File: config.mk
export PLATFORM = sky130hd
export DESIGN_NAME = uart_fifo_v2
export DESIGN_NICKNAME = d
export VERILOG_FILES = /design/src/rtl/uart_fifo_pkg.sv /design/src/rtl/fifo_dpram.sv /design/src/rtl/uart_fifo_v2.sv
export SDC_FILE = /design/constraint.sdc
export NUM_CORES = 1
export LEC_CHECK = 0
export BUFFER_PORTS_ARGS = -buffer_cell sky130_fd_sc_hd__buf_2
export CAP_MARGIN = 40
export CORE_MARGIN = 4
export CORE_UTILIZATION = 60
export CTS_BUF_LIST = sky130_fd_sc_hd__clkbuf_8
export DETAILED_ROUTE_END_ITERATION = 6
export HOLD_SLACK_MARGIN = 0.1
export PLACE_DENSITY = 0.79
export SKIP_CTS_REPAIR_TIMING = 1
export SLEW_MARGIN = 20
export SYNTH_ARGS = -nofsm -noshare
export SYNTH_HDL_FRONTEND = slang
export SYNTH_SLANG_ARGS = --single-unit
File: constraint.sdc
create_clock -name clk -period 9.49 [get_ports clk]
set_clock_uncertainty 0.1 [all_clocks]
set_input_delay 1.898 -clock clk [delete_from_list [all_inputs] [get_ports clk]]
set_output_delay 1.898 -clock clk [all_outputs]
set_load 0.05 [all_outputs]
File: src/rtl/uart_fifo_pkg.sv
// Shared constants, types and elaboration helpers for the uart_fifo_v2 slice.
package uart_fifo_pkg;

  localparam int unsigned DefaultWidth = 8;
  localparam int unsigned DefaultDepth = 16;
  localparam int unsigned MaxDepth     = 256;

  // Wide enough for any legal occupancy (0..MaxDepth).
  typedef logic [$clog2(MaxDepth):0] count_t;

  function automatic bit is_pow2(input int unsigned n);
    return (n != 0) && ((n & (n - 1)) == 0);
  endfunction

endpackage

File: src/rtl/fifo_dpram.sv
// Simple dual-port RAM: one write port, one read port that is registered or combinational.
module fifo_dpram #(
  parameter int unsigned WIDTH    = 8,
  parameter int unsigned DEPTH    = 16,
  parameter bit          REG_READ = 1'b1,
  localparam int unsigned AW      = $clog2(DEPTH)
) (
  input  logic             clk,
  input  logic             rst,
  input  logic             we,
  input  logic [AW-1:0]    waddr,
  input  logic [WIDTH-1:0] wdata,
  input  logic             re,
  input  logic [AW-1:0]    raddr,
  output logic [WIDTH-1:0] rdata
);

  logic [WIDTH-1:0] mem [DEPTH];

  // Storage is intentionally not reset.
  always_ff @(posedge clk) begin
    if (we) begin
      mem[waddr] <= wdata;
    end
  end

  if (REG_READ) begin : gen_reg_rd
    logic [WIDTH-1:0] rdata_q;

    always_ff @(posedge clk) begin
      if (rst) begin
        rdata_q <= '0;
      end else if (re) begin
        rdata_q <= mem[raddr];
      end
    end

    assign rdata = rdata_q;
  end else begin : gen_comb_rd
    logic unused_rd;
    assign unused_rd = ^{rst, re};
    assign rdata     = mem[raddr];
  end

endmodule

File: src/rtl/uart_fifo_v2.sv
// Parametrised UART byte FIFO with occupancy, threshold flags and sticky errors.
// Define UART_FIFO_FWFT_EN for first-word fall-through reads.
module uart_fifo_v2
  import uart_fifo_pkg::*;
#(
  parameter int unsigned WIDTH     = DefaultWidth,
  parameter int unsigned DEPTH     = DefaultDepth,
  parameter int unsigned AF_THRESH = DEPTH - 2,
  parameter int unsigned AE_THRESH = 2,
  localparam int unsigned AW       = $clog2(DEPTH)
) (
  input  logic             clk,
  input  logic             rst,
  input  logic             wr,
  input  logic [WIDTH-1:0] data_in,
  input  logic             rd,
  output logic [WIDTH-1:0] data_out,
  output logic             empty,
  output logic             full,
  output logic             almost_full,
  output logic             almost_empty,
  output logic [AW:0]      count,
  output logic             overflow,
  output logic             underflow,
  input  logic             clr_err
);

  if (!is_pow2(DEPTH) || DEPTH < 2 || DEPTH > MaxDepth) begin : gen_depth_check
    $fatal(1, "uart_fifo_v2: DEPTH must be a power of 2 in 2..256");
  end

  localparam count_t AfLevel = count_t'(AF_THRESH);
  localparam count_t AeLevel = count_t'(AE_THRESH);
  localparam logic [AW:0]   FullLevel = (AW + 1)'(DEPTH);
  localparam logic [AW:0]   CountOne  = (AW + 1)'(1);
  localparam logic [AW-1:0] PtrOne    = AW'(1);

`ifdef UART_FIFO_FWFT_EN
  localparam bit RegRead = 1'b0;
`else
  localparam bit RegRead = 1'b1;
`endif

  logic [AW-1:0]    wr_ptr_q, rd_ptr_q;
  logic [AW:0]      count_q, count_d;
  logic             overflow_q, overflow_d;
  logic             underflow_q, underflow_d;
  logic             wr_acc, rd_acc;
  logic [WIDTH-1:0] rdata;

  assign empty        = (count_q == '0);
  assign full         = (count_q == FullLevel);
  assign almost_full  = (count_t'(count_q) >= AfLevel);
  assign almost_empty = (count_t'(count_q) <= AeLevel);
  assign count        = count_q;
  assign overflow     = overflow_q;
  assign underflow    = underflow_q;

  // A read frees a slot in the same cycle, so a full FIFO still takes a paired write.
  assign wr_acc = wr & (~full | rd);
  assign rd_acc = rd & ~empty;

  always_comb begin
    count_d = count_q;
    unique case ({wr_acc, rd_acc})
      2'b10:   count_d = count_q + CountOne;
      2'b01:   count_d = count_q - CountOne;
      default: count_d = count_q;
    endcase
  end

  // New errors win over a clear in the same cycle.
  assign overflow_d  = (overflow_q & ~clr_err) | (wr & full & ~rd);
  assign underflow_d = (underflow_q & ~clr_err) | (rd & empty);

  always_ff @(posedge clk) begin
    if (rst) begin
      wr_ptr_q    <= '0;
      rd_ptr_q    <= '0;
      count_q     <= '0;
      overflow_q  <= 1'b0;
      underflow_q <= 1'b0;
    end else begin
      if (wr_acc) begin
        wr_ptr_q <= wr_ptr_q + PtrOne;
      end
      if (rd_acc) begin
        rd_ptr_q <= rd_ptr_q + PtrOne;
      end
      count_q     <= count_d;
      overflow_q  <= overflow_d;
      underflow_q <= underflow_d;
    end
  end

  fifo_dpram #(
    .WIDTH    (WIDTH),
    .DEPTH    (DEPTH),
    .REG_READ (RegRead)
  ) u_ram (
    .clk   (clk),
    .rst   (rst),
    .we    (wr_acc & ~rst),
    .waddr (wr_ptr_q),
    .wdata (data_in),
    .re    (rd_acc & ~rst),
    .raddr (rd_ptr_q),
    .rdata (rdata)
  );

`ifdef UART_FIFO_FWFT_EN
  assign data_out = empty ? '0 : rdata;
`else
  assign data_out = rdata;
`endif

endmodule

* Word-level counts from Yosys, hierarchy flattened
Memories as Yosys holds them, arrays and structs flattened. A register that Yosys moved wholly into a read port is not among the register bits. Index checks and enable logic that the tools add are counted.
Operators by class: add/subtract/negate cells 4, magnitude comparators 2, eq/ne operators 3, muxes and demuxes 3, bitwise gates (word level) 17, reduce and logical (&&, ||, !) cells 2
Operators by type and width (count):
- 5-bit case mux with 2 select lines | 1
- 1-bit AND | 9
- 4-bit by 1-bit adder with 4-bit output (second input constant) | 2
- 5-bit by 1-bit adder with 5-bit output (second input constant) | 1
- 5-bit == test (second input constant) | 1
- 5-bit by 4-bit greater-or-equal comparator with 1-bit output (second input constant) | 1
- 5-bit by 2-bit <= comparator with 1-bit output (second input constant) | 1
- 5-bit zero test | 1
- 1-bit NOT | 5
- 5-bit by 1-bit subtractor with 5-bit output (second input constant) | 1
- 1-bit bitwise OR | 3
- 2-bit by 1-bit == test with 1-bit output (second input constant) | 1
- 2-bit == test (second input constant) | 1
- 1-bit 2-to-1 mux | 2
- 2-bit nonzero test | 1
Storage, ports and cells: bits in registers 15, memory bits (writable) 128, input bits 13, logic and storage cells 37, memories kept 1
Memories:
- u_ram.mem | words 16, bits a word 8, read ports 1, clocked after Yosys merged registers in 1, write ports 1, line fifo_dpram.sv:18 | logic [WIDTH-1:0] mem [DEPTH];

* Logic depth before layout (Yosys ltp)
Gate-level depths: netlist of the first run.
word-level depth 7, gate-level depth with buffers 14, depth with buffers taken out 10

* Modules after synthesis
A second synthesis of the first run with hierarchy kept.
Second synthesis, totals: cell total of the unflattened synthesis 419, area total of the unflattened synthesis 6237.2 µm²
Modules (own cells, without submodules):
- fifo_dpram | times used 1, cells an instance 316, area each 5343.9 µm², seq. area each 4003.8 µm²
- uart_fifo_v2 | times used 1, cells an instance 103, area each 893.4 µm², seq. area each 300.3 µm²

* Worst setup path before layout of the first run
Ideal clock, no wire load.
path kind reg-to-output, from register count_q[2] (netlist: count[2]), to output port almost_empty, data arrival time 3.208 ns, data required time 7.492 ns, slack 4.284 ns, cell stages (with the launch flop) 3, path through dfxtp_1 > clkbuf_1 > a2111oi_0
Between the ends: word-level cells in the longest chain between the ends 1
Ends and longest elaborated chain:
- start, declared | line uart_fifo_v2.sv:45 | logic [AW:0] count_q, count_d;
- start signal, assigned | line uart_fifo_v2.sv:90 | count_q <= count_d;
- 5-bit by 2-bit <= comparator with 1-bit output | line uart_fifo_v2.sv:54 | assign almost_empty = (count_t'(count_q) <= AeLevel);
- end, declared | line uart_fifo_v2.sv:21 | output logic almost_empty,
Every way passes these cells.

* Final worst setup path of the first run
from input port rd, to register count_q[4] (netlist: count[4])
Between the ends: word-level cells in the longest chain between the ends 4, elaborated cells on any way between the ends 7, those cells by class eq/ne: 2; mux: 1; bitwise: 3; reduce/logical: 1
Ends and longest elaborated chain:
- start, declared | line uart_fifo_v2.sv:16 | input logic rd,
- 1-bit bitwise OR | line uart_fifo_v2.sv:60 | assign wr_acc = wr & (~full | rd);
- 1-bit AND | line uart_fifo_v2.sv:60
- 2-bit by 1-bit == test with 1-bit output / 2-bit == test (equally long branches) | line uart_fifo_v2.sv:65 | unique case ({wr_acc, rd_acc})
- 5-bit case mux with 2 select lines / 2-bit nonzero test (equally long branches)
Several ways; a longest one is shown, not always the timed one. A chain may end at the register's enable or synchronous reset.

==> summary.md, run 1 <==
| Metric | Value |
|---|---|
| Status | completed |
| Mapped Avg Cell Area | 14.9 um2 |
| Die area | 12100 um2 |
| Synth cell types | 40 |
| Drt wl/cell | between 20 and 25 um |
| Largest net degree at the start of global routing | 38 |
| Die extent in y | 110 um |
| Worst Hold Depth | 2 |
| Setup TNS | 0 ns |
| FF+latch area | 4310 um2 |
| Layout fillers | between 600 and 700 |
| Worst-Margin Slew | 0.823 ns |
| GP Congestion | ~0.79 |
| CP cell instances | buf_2, nand2b_1, o21a_1, inv_1, ha_1, ha_1, or4b_2, a21oi_1, a31oi_1, nand3_1 |
| Gr usage total | 21.6% |
| Pwr dens | 246 nW/um2 |
| Post-synth top area share | slightly above 60% |
| Total clock sinks | 151 |
| Grt ovf | 0 |
| Count of input and output buffers | 31 |
| Fraction of registers with async set/reset | 0% |
| Post-Syn Area | 6220 um2 |
| # Max-Cap Violations | 0 |
| Vias in the first global route | 3431 |
| CTS tree | yes |
| CP peak stage delay | 0.61 ns |
| Hold Path Sink | wr_ptr_q[1]$_SDFFE_PP0P_ |
| Critical Path Slowest Stage Cell | or4b_2 |
| RSZ-0062 raised after global routing | no |
| Final setup viols | 0 |
| Syn Nets | 440 |
| Synth area leaders | edfxtp_1 (62%), mux2i_1 (11%), dfxtp_1 (7.4%), o22ai_1 (3.3%), nor2_1 (2.5%) |
| Crit path max fanout | 9 |
| Leak pwr | around 2.2 nW |
| Main flop type after synthesis | edfxtp_1 |
| Worst-skew pair later-pin latency | 0.44 ns |
| Post-synthesis register bit count | 151 |
| CP endpoint kind | register |
| Worst R2R Start | count[1]$_SDFFE_PP0P_ |
| Capture point of the worst reg-to-reg path | count[4]$_SDFFE_PP0P_ |
| Worst R2R Path Depth | 9 |
| Crit path required time | 9.77 ns |
| Final Max Slew Viols | 0 |
| H-tree lvl count | 4 |
| Cell count after synthesis | 418 |
| Achievable Freq | between 200 and 300 MHz |
| Layout area overhead | 9.50% |
| Initial antenna violation count | 0 |
| Reg clk slew, reported paths | around 0.08 ns |
| DP Wirelength | 7.92 mm |
| Pre-antenna DRT Iters | 5 |
| I/O pins | 32 |
| Final ANT Viol Nets | 0 |
| Slew headroom | 45.0% |
| Ant. Diodes | 0 |
| Largest area contributor in the netlist | edfxtp_1 |
| WS Path Type | input pin to register |
| Min-Delay Startpoint | wr_ptr_q[1]$_SDFFE_PP0P_ |
| Final Hold Fails | 0 |
| Area of the multi-input gates | 1750 um2 |
| Final Cycle Share | 41.4% |
| Clock root cell | clkbuf_8 |
| Die Width | approximately 110 um |
| Crit start category | input pin |
| Vias | approximately 3500 |
| Core area | 9950 um2 |
| Layout Nets | 467 |
| CTS buffer count | 17 |
| Rows | 36 |
| Share of cells above drive strength 1 | 17.9% |
| Max Buffers Root-to-Sink | 2 |
| Post-synth EDFFs | 128 |
| Wirelength, routed | 11.9 mm |
| Flop2flop setup slack | approximately 6.3 ns |
| Minimum clock period | just under 4 ns |
| Worst hold path type | register to register |
| Final total power | 0.00168 W |
| DR DRC count | 0 |
| Via density | 5.96 |
| Global-route wire length before repair | 18.8 mm |
| CP dominant cell by count | ha_1 |
| First DRT Iteration DRCs | 273 |
| Synth warn | 0 |
| Sequential share of the synthesized area | 69.2% |
| Initial Util | 62.5% |
| Maximum VDD drop | 0.000170 V |
| Critical path data arrival time | 4.21 ns |
metal layers:
metal  routed length (um)  share of wire (%)  GRT usage (%)
met5                    0                  0              0
met4                  155                1.3           6.14
met3                  695                5.8           4.82
met2                 5980                 50           35.4
met1                 5100                 43           29.3
critical path, delay by kind of cell:
family,cells,cell delay [ns]
buffers and inverters,2,0.26
and+or+nand+nor,3,0.91
adders and majority gates,2,0.64
AOI/OAI and AO/OA,3,0.48
worst max path at each step:
stage,cells after the start,from,to
4_1_cts,8,rd,count[4]$_SDFFE_PP0P_
3_3_place_gp,8,rd,count[4]$_SDFFE_PP0P_
3_5_place_dp,8,rd,count[4]$_SDFFE_PP0P_
5_1_grt,10,rd,count[4]$_SDFFE_PP0P_
6_report,10,rd,count[4]$_SDFFE_PP0P_
2_1_floorplan,2,count[2]$_SDFFE_PP0P_,almost_empty
power breakdown:
part	switching, W	leakage, nW	internal [W]	total, W
combinational	0.000305	0.654	0.000131	0.000436
sequential	0.0000449	1.34	0.000754	0.000799
clock	0.000247	0.177	0.000193	0.000440
total	0.000597	2.17	0.00108	0.00168
per-stage QoR:
stage	utilization, %	hold slack (ns)	cells	worst slack [ns]	cell area [um2]
2_1_floorplan	-	0.377	418	4.28	6220
3_3_place_gp	64.3	0.416	556	5.09	6400
3_5_place_dp	64.5	0.427	557	4.94	6420
4_1_cts	68.2	0.440	589	5.38	6790
5_1_grt	68.4	0.476	591	5.46	6810
6_report	68.4	0.444	591	5.56	6810
cell usage in the layout, fill, tap and decap left out, types with 3 or more instances in the layout:
cell type | Yosys | layout
edfxtp_1 | 128 | 128
mux2i_1 | 66 | 66
nor2_1 | 41 | 41
o22ai_1 | 33 | 33
buf_2 | 7 | 31
dfxtp_1 | 23 | 22
clkbuf_8 | 0 | 18
nand2_1 | 12 | 12
ha_1 | 9 | 9
nor4_1 | 8 | 8
a211oi_2 | 8 | 8
a21oi_1 | 7 | 7
inv_1 | 6 | 6
xor2_1 | 6 | 6
inv_6 | 0 | 6
or3_1 | 5 | 5
o211ai_1 | 4 | 4
nand3b_1 | 4 | 4
clkinv_4 | 0 | 4
nand2b_1 | 3 | 3
nand3_1 | 3 | 3
or3b_2 | 3 | 3
xnor2_1 | 3 | 3
clkinvlp_4 | 0 | 3
synthesized netlist by cell type, types with 3 or more instances:
cell,n
a211oi_2,8
a21oi_1,7
buf_2,7
buf_6,3
clkbuf_1,13
dfxtp_1,23
edfxtp_1,128
ha_1,9
inv_1,6
mux2i_1,66
nand2_1,12
nand2b_1,3
nand3_1,3
nand3b_1,4
nor2_1,41
nor4_1,8
o211ai_1,4
o22ai_1,33
or3_1,5
or3b_2,3
xnor2_1,3
xor2_1,6
sequential cells by signal, indices dropped and copies added, names as in the netlist:
register     flops
underflow        1
u_ram.rdata      8
wr_ptr_q         4
count            5
rd_ptr_q         4
overflow         1
u_ram.mem      128
kinds of logic after synthesis:
kind of cell	share of synthesized area (%)
flip-flops	69.2
AND/OR/NAND/NOR	6.78
multiplexers	10.6
AO/OA/AOI/OAI	7.69
buffers and inverters	2.62
XOR/XNOR	1.27
adder cells (fa/ha/maj)	1.81
layout make-up:
class | count | share of cell area [%]
flip-flops and latches | 151 | 63.3
multi-input cells | 235 | 25.7
clock buffers | 18 | 3.64
repair buffers | 34 | 2.90
well taps | 133 | 2.44
clock inverters | 14 | 1.69
inverters | 6 | 0.331
(Power assumes the default switching activity.)
==> run 2: changes to the inputs <==
CORE_UTILIZATION = 57   (was 60)
clock period = 3.4 ns   (was 9.49 ns; I/O delays follow)
==> run 2 against run 1 <==
Non-clock buffer count increased by 7. Final cell count rose by 1.7%. Worst setup slack lost 5.4 ns. Sequential cell count unchanged. Largest cell class unchanged. Sequential power grew to 2.8 times the previous value. Utilization is 2.7 points lower. Worst hold slack lost 0.029 ns. Final area is 0.97% higher. Power rose to 2.8 times the previous value. Critical path depth is 1 lower. Combinational power increased to 2.8 times the previous value.
==> summary.md, run 2 (same netlist as run 1, synthesis figures left out) <==
| Metric | Value |
|---|---|
| Status | completed |
| Final setup viols | 0 (unchanged) |
| Critical Path Slowest Stage Cell | or4b_2 |
| Crit path required time | 3.68 ns (-6.09 ns) |
| Layout area overhead | 10.6% |
| Max Buffers Root-to-Sink | 2 (unchanged) |
| Buffer and inverter count on the worst path | 1 (-1) |
| Final total power | 0.00470 W (+180%) |
| I/O pins | 32 (unchanged) |
| Initial antenna violation count | 0 (unchanged) |
| Most common cell after layout, fill and taps aside | edfxtp_1 |
| Final ANT Viol Nets | 0 (unchanged) |
| H-tree lvl count | 4 (unchanged) |
| Ant. Diodes | 0 (unchanged) |
| Number of flip-flops under the largest register name | 128 (unchanged) |
| Worst-skew pair later-pin latency | 0.44 ns (about the same) |
| Grt ovf | 0 (unchanged) |
| Worst hold path type | register to register |
| Gr usage total | 20.3% (-1.3 points) |
| Total clock sinks | 151 (unchanged) |
| Drt wl/cell | 20.7 um (+2.4%) |
| Die area | 12600 um2 (+4.9%) |
| Via density | 5.96 (about the same) |
| Final Cycle Share | ~94% |
| Area of the multi-input gates | 1750 um2 (about the same) |
| Die extent in y | 112 um (+2.4%) |
| DR DRC count | 0 (unchanged) |
| Achievable Freq | 312 MHz |
| CP dominant cell by count | ha_1 |
| CTS buffer count | 17 (unchanged) |
| DP Wirelength | 8.14 mm (+2.8%) |
| Slew headroom | 46.4% (+1.4 points) |
| Pwr dens | 683 nW/um2 (+180%) |
| First DRT Iteration DRCs | 288 (+5.5%) |
| Setup TNS | 0 ns (unchanged) |
| Minimum clock period | about 3.2 ns |
| Count of input and output buffers | 31 (unchanged) |
| Maximum VDD drop | 0.000385 V (+130%) |
| CTS tree | yes |
| CP endpoint kind | register |
| Critical path data arrival time | 3.48 ns (-0.73 ns) |
| GP Congestion | 0.817 (+3.2%) |
| Min Hold Slack | 0.415 ns (-0.0289 ns) |
| Final Hold Fails | 0 (unchanged) |
| Placed cells | 568 (+2.0%) |
| Worst-Margin Slew | 0.801 ns (-0.0211 ns) |
| CP peak stage delay | 0.62 ns (about the same) |
| Biggest register | u_ram.mem |
| Clock root cell | clkbuf_8 |
| Delay-heaviest family, CP | simple AND/OR/NAND/NOR gates |
| Vias | 3580 (+1.7%) |
| Final Max Slew Viols | 0 (unchanged) |
| Pre-antenna DRT Iters | 5 (unchanged) |
| Finished Layout Cells | 601 (+1.7%) |
| Leak pwr | 2.21 nW (+1.7%) |
| Largest net degree at the start of global routing | 35 (-7.9%) |
| Layout Nets | 474 (+1.5%) |
| Layout fillers | 746 (+17%) |
| Core area | 10500 um2 (+5.1%) |
| Most frequent cells in the layout | edfxtp_1 (128), mux2i_1 (66), nor2_1 (41), o22ai_1 (33), buf_2 (31) |
| RSZ-0062 raised after global routing | no |
| Initial Util | 59.4% (-3.0 points) |
| Reg clk slew, reported paths | 0.09 ns (about the same) |
| Rows | 37 (+2.8%) |
| Crit path max fanout | 11 (+2) |
| Vias in the first global route | 3518 (+2.5%) |
| # Max-Cap Violations | 0 (unchanged) |
| Die Width | 112 um (+2.4%) |
| FF+latch area | 4310 um2 (unchanged) |
| Share of cells above drive strength 1 | 19.1% (+1.2 points) |
| Dpl cell area | 6490 um2 (+1.0%) |
| Final Cell Area | 6880 um2 (+0.97%) |
| CP cell instances | or4_4, o21a_1, inv_1, ha_1, ha_1, or4b_2, a21oi_1, a31oi_1, nand3_1 |
| Crit start category | register |
| WS Path Type | register to register |
| Wirelength, routed | 12.4 mm (+4.1%) |
| Global-route wire length before repair | 19.1 mm (+1.5%) |
## run 2: per-layer routing
metal	GRT usage, %	part of all wire (%)
met3	4.80	5.5
met5	0	0
met4	7.77	1.6
met1	25.9	42
met2	33.7	51
## run 2: path summary, 6_finish.rpt
kind                                  from                        to  slack [ns]  depth (start not counted)
setup / recovery     count[1]$_SDFFE_PP0P_     count[4]$_SDFFE_PP0P_        0.20                          9
hold / removal    wr_ptr_q[1]$_SDFFE_PP0P_  wr_ptr_q[1]$_SDFFE_PP0P_        0.41                          2
setup reg to reg     count[1]$_SDFFE_PP0P_     count[4]$_SDFFE_PP0P_        0.20                          9
hold reg to reg   wr_ptr_q[1]$_SDFFE_PP0P_  wr_ptr_q[1]$_SDFFE_PP0P_        0.41                          2
## run 2: cell type report
type                       count  area share (%)
inverter                       6           0.328
timing repair buffer          41            3.53
sequential                   151            62.7
tap                          136            2.47
multi-input combinational    235            25.5
clock inverter                15            2.11
clock buffer                  17            3.40
## run 2: report_power, final
| group | switching (W) | leakage [nW] | internal (W) | total [W] |
|---|---|---|---|---|
| clock network | 0.000726 | 0.180 | 0.000535 | 0.00126 |
| logic | 0.000857 | 0.690 | 0.000359 | 0.00122 |
| registers | 0.000117 | 1.34 | 0.00210 | 0.00222 |
| total | 0.00170 | 2.21 | 0.00300 | 0.00470 |
## run 2: stage by stage
step	worst slack [ns]	util (%)
4_1_cts	0.213	65.6
5_1_grt	0.0810	65.7
6_report	0.198	65.7
2_1_floorplan	0.0768	-
3_3_place_gp	0.442	62.0
3_5_place_dp	0.235	62.0
## run 2: tightest hold or removal path, cell delays in order (launching register included)
cell and delay (ns):
dfxtp_1 0.35, nand2_1 0.07, a21oi_1 0.05
